<file path="src/rtl/logic_unit_pipe.sv">
// Registered bitwise logic unit with an optional accumulator operand and an
// in-order result FIFO, valid/ready handshakes on both sides.
module logic_unit_pipe #(
    parameter int unsigned           WIDTH    = 4,
    parameter int unsigned           DEPTH    = 4,
    parameter logic [WIDTH-1:0]      ACC_INIT = '0
) (
    input  logic                       clk,
    input  logic                       rst,
    input  logic                       in_valid,
    output logic                       in_ready,
    input  logic [2:0]                 op,
    input  logic                       acc_en,
    input  logic                       acc_clr,
    input  logic [WIDTH-1:0]           a,
    input  logic [WIDTH-1:0]           b,
    output logic                       out_valid,
    input  logic                       out_ready,
    output logic [WIDTH-1:0]           y,
    output logic                       y_and,
    output logic                       y_or,
    output logic                       y_xor,
    output logic [$clog2(DEPTH):0]     count,
    output logic [WIDTH-1:0]           acc
);

    localparam int unsigned AW = $clog2(DEPTH);
    localparam int unsigned CW = AW + 1;

    typedef enum logic [2:0] {
        OP_AND  = 3'b000,
        OP_OR   = 3'b001,
        OP_XOR  = 3'b010,
        OP_NAND = 3'b011,
        OP_NOR  = 3'b100,
        OP_XNOR = 3'b101,
        OP_NOTA = 3'b110,
        OP_PASS = 3'b111
    } op_t;

    logic [WIDTH-1:0] mem [DEPTH];
    logic [AW-1:0]    wr_ptr;
    logic [AW-1:0]    rd_ptr;
    logic [WIDTH-1:0] opb;
    logic [WIDTH-1:0] r;
    logic             push;
    logic             pop;

    assign in_ready  = (count != CW'(DEPTH));
    assign out_valid = (count != '0);
    assign push      = in_valid & in_ready;
    assign pop       = out_valid & out_ready;

    // A same-cycle clear is visible to an accumulating operand read.
    assign opb = acc_en ? (acc_clr ? ACC_INIT : acc) : b;

    always_comb begin
        r = '0;
        unique case (op_t'(op))
            OP_AND:  r = a & opb;
            OP_OR:   r = a | opb;
            OP_XOR:  r = a ^ opb;
            OP_NAND: r = ~(a & opb);
            OP_NOR:  r = ~(a | opb);
            OP_XNOR: r = ~(a ^ opb);
            OP_NOTA: r = ~a;
            OP_PASS: r = a;
            default: r = '0;
        endcase
    end

    always_ff @(posedge clk) begin
        if (push) begin
            mem[wr_ptr] <= r;
        end
    end

    always_ff @(posedge clk or posedge rst) begin
        if (rst) begin
            wr_ptr <= '0;
            rd_ptr <= '0;
            count  <= '0;
        end else begin
            if (push) begin
                wr_ptr <= wr_ptr + AW'(1);
            end
            if (pop) begin
                rd_ptr <= rd_ptr + AW'(1);
            end
            if (push && !pop) begin
                count <= count + CW'(1);
            end else if (pop && !push) begin
                count <= count - CW'(1);
            end
        end
    end

    always_ff @(posedge clk or posedge rst) begin
        if (rst) begin
            acc <= ACC_INIT;
        end else if (push && acc_en) begin
            acc <= r;
        end else if (acc_clr) begin
            acc <= ACC_INIT;
        end
    end

    // Head storage is not reset, so every head-derived output is gated by out_valid.
    assign y     = out_valid ? mem[rd_ptr] : '0;
    assign y_and = out_valid & (&y);
    assign y_or  = out_valid & (|y);
    assign y_xor = out_valid & (^y);

endmodule

</file>
<file path="config.mk">
export PLATFORM = sky130hd
export DESIGN_NAME = logic_unit_pipe
export DESIGN_NICKNAME = d
export VERILOG_FILES = /design/src/rtl/logic_unit_pipe.sv
export SDC_FILE = /design/constraint.sdc
export NUM_CORES = 1
export LEC_CHECK = 0
export ABC_AREA = 0
export BUFFER_PORTS_ARGS = -buffer_cell sky130_fd_sc_hd__buf_2
export CORE_ASPECT_RATIO = 1.4
export CORE_UTILIZATION = 44
export DETAILED_ROUTE_END_ITERATION = 7
export PLACE_DENSITY = 0.73
export SLEW_MARGIN = 0
export SYNTH_ARGS = -nofsm -noshare
export SYNTH_HDL_FRONTEND = slang
export SYNTH_SLANG_ARGS = --single-unit
</file>
<file path="constraint.sdc">
create_clock -name clk -period 3.05 [get_ports clk]
set_clock_uncertainty 0.1 [all_clocks]
set_input_delay 0.1525 -clock clk [delete_from_list [all_inputs] [get_ports clk]]
set_output_delay 0.1525 -clock clk [all_outputs]
set_load 0.02 [all_outputs]
</file>
==> impl_metrics.json <==
{
  "cts-htree-levels": 1,
  "die_y_um": 79.9,
  "min_path_type": "in2reg",
  "synth_ff_type": "edfxtp_1",
  "clk_latency_ns": 0.27,
  "vias": 1344,
  "cts-root-buf": "clkbuf_8",
  "fin_util_pct": 52.4,
  "crit_family": "flip-flops",
  "cts.sinks": 27,
  "dr.pass1.iters": 6,
  "worstPathArrival_ns": 2.16,
  "drive_above_1_share_pct": 30.3,
  "via_per_inst": 5.35,
  "numPortBuffers": 32,
  "crit_start": "rd_ptr[0]",
  "drv_cap": 0,
  "cts_tree": "built",
  "ir_worst_vdd_mv": 0.267,
  "min_from": "out_ready",
  "max-slew-margin-rel_pct": 69.0,
  "coreArea_um2": 4050,
  "yosysMostFrequentCell": "ha_1",
  "hold_viol": 0,
  "yosysUniqueCellTypes": 42,
  "place.gp.congestion": 0.789,
  "path_buf_inv": 1,
  "path_clk_slew_ns": 0.09,
  "post_dp_cell_area_um2": 2070,
  "hpwl_mm": 2.57,
  "synthTopCellsByCount": "ha_1 (17), edfxtp_1 (16), inv_1 (16), nand2_1 (15)",
  "path_class": "reg2out",
  "synth_seq_area_share_pct": 39.7,
  "tns_ns": 0,
  "cp-end-kind": "output port",
  "synthTopCellsByArea": "edfxtp_1 (25%), dfrtp_1 (14%), ha_1 (11%)",
  "report.final.setup_viol": 0,
  "worstReg2RegStart": "count[0]",
  "period_needed_ns": 2.41,
  "cts_inserted_buffers": 3,
  "rsz0062_at_grt": "no",
  "die_x_um": 57.6,
  "die_area_um2": 4600,
  "ys_ff_latch": 27,
  "synth_cells": 179,
  "place_ws_ns": 0.805,
  "yosys.area.top_type": "edfxtp_1",
  "area_growth_syn_to_layout_pct": 11.6,
  "p_leak_nw": 0.948,
  "synth_edf_count": 16,
  "layout_setup_ws_ns": 0.639,
  "ys.warnings.count": 0,
  "grt_pass1_wl_mm": 5.55,
  "route.detailed.drc": 2,
  "ioPinCount": 33,
  "postRouteAntennaNets": 0,
  "path_cells": "mux2_2, o21ai_1, or2_2, ha_1, xnor2_1, nor2_1, buf_2",
  "start_util_pct": 47.0,
  "grt_max_degree": 24,
  "start_kind": "flip-flop",
  "synth_area_per_cell_um2": 10.6,
  "critical-path-max-stage-delay_ns": 0.63,
  "slew_violations": 0,
  "postCtsSetupBuffers": 0,
  "synth_top_area_share_pct": 25.2,
  "antenna_found_initial": 0,
  "worstPathMaxFanout": 10,
  "dr.first_iter.drc_count": 22,
  "ctsLongestPathBuffers": 2,
  "status": "finished, violations left",
  "syn_nets": 214,
  "power_density_nw_per_um2": 826,
  "track_usage_pct": 15.3,
  "final_area_um2": 2130,
  "final_nets": 244,
  "fmax_mhz": 415,
  "wl_mm": 3.21,
  "diodes": 0,
  "violations": "DRC",
  "slowest_stage": "dfrtp_1",
  "post_drt_wl_per_cell_um": 12.8,
  "fp-row-count": 27,
  "synth.cell_area_um2": 1910,
  "grt_pass1_vias": 1265,
  "grt-ovfl-total": 0,
  "crit_required_ns": 2.80,
  "period_share_pct": 79.1,
  "synthArstFlopShare_pct": 40.7,
  "worst_slew_pin_slew_ns": 0.465
}
[routing by layer]
| metal | vias up | global-route usage (%) | part of all wire, % |
|---|---|---|---|
| met5 | - | 0 | 0 |
| met4 | 0 | 5.85 | 1.5 |
| met3 | 4 | 0.648 | 2.6 |
| met2 | 27 | 28.7 | 53 |
| met1 | 635 | 17.9 | 42 |
| li1 | 678 | - | - |
[stage by stage]
| step | hold WS (ns) | total power [mW] | instances |
|---|---|---|---|
| 2_1_floorplan | -0.0951 | 1.33 | 179 |
| 3_3_place_gp | 0.0739 | 1.56 | 246 |
| 3_5_place_dp | 0.0800 | 1.58 | 246 |
| 4_1_cts | 0.0710 | 1.78 | 251 |
| 5_1_grt | 0.0870 | 1.92 | 251 |
| 6_report | 0.0709 | 1.76 | 251 |
[power breakdown]
group,switching [mW],total (mW),leakage [nW],internal [mW]
Sequential,0.105,0.607,0.282,0.502
Clock,0.110,0.202,0.0217,0.0926
Combinational,0.536,0.946,0.644,0.410
Total,0.751,1.76,0.948,1.00
[state kept, by name (all words and copies together) (netlist names)]
name    count
count       3
rd_ptr      2
wr_ptr      2
mem        16
acc         4
[cells by family after synthesis]
group	count (synthesis)	synth area share, %
xor gates and xnor gates	8	4.07
and+or+nand+nor	55	15.8
AOI/OAI and AO/OA	29	12.3
adders and majority gates	18	12.2
muxes	17	9.59
buffers and inverters	25	6.30
DFF	27	39.7
[cell type report]
type	count	area [µm²]
inverter	16	60.1
sequential	27	756
clock inverter	1	7.51
timing repair buffer	34	178
tap	43	53.8
clock buffer	3	41.3
multi-input combinational	127	1030
fill	398	1930
[cell usage in the layout, fill, tap and decap left out, types with 2 or more instances in the layout]
| cell | count |
|---|---|
| mux2_2 | 10 |
| xor2_1 | 2 |
| ha_1 | 17 |
| a21oi_1 | 7 |
| edfxtp_1 | 16 |
| nand3_1 | 2 |
| nand2_1 | 15 |
| nor3b_1 | 2 |
| or2_1 | 3 |
| nor3_1 | 2 |
| nor2_1 | 11 |
| mux2i_1 | 7 |
| o311ai_0 | 2 |
| a311oi_2 | 2 |
| clkbuf_8 | 3 |
| and4bb_2 | 2 |
| nor2b_1 | 4 |
| buf_2 | 32 |
| dfrtp_1 | 11 |
| inv_1 | 16 |
| and2_1 | 4 |
| o21ai_1 | 4 |
| o21ai_0 | 2 |
| o2bb2ai_1 | 3 |
| xnor2_1 | 5 |
| or2_2 | 4 |
| nor4_2 | 2 |
| a21boi_1 | 2 |
| nand2b_1 | 2 |
[worst register-to-register path: cells and delay by family (launching register included)]
family / cells / cell delay (ns)
flip-flops: 1 / 0.46
AND/OR/NAND/NOR: 3 / 0.42
XOR/XNOR: 2 / 0.32
buffers and inverters: 3 / 0.33
adder cells (fa/ha/maj): 2 / 0.56
[path summary, 6_finish.rpt]
path | to | slack [ns] | cells after the start
min in group asynchronous | count[0] | 0.33 | 3
hold / removal | rd_ptr[0] | 0.07 | 3
setup reg to reg | count[2] | 0.80 | 10
max in group asynchronous | acc[0] | 2.21 | 3
hold reg to reg | count[2] | 0.49 | 1
setup / recovery | y_xor | 0.64 | 7
[timing repair]
item | in CTS | in global routing
resized for setup | 0 | 0
hold buffers | 1 | 0
hold endpoints to repair | 11 | 0
Power figures use the tool's default switching activity.
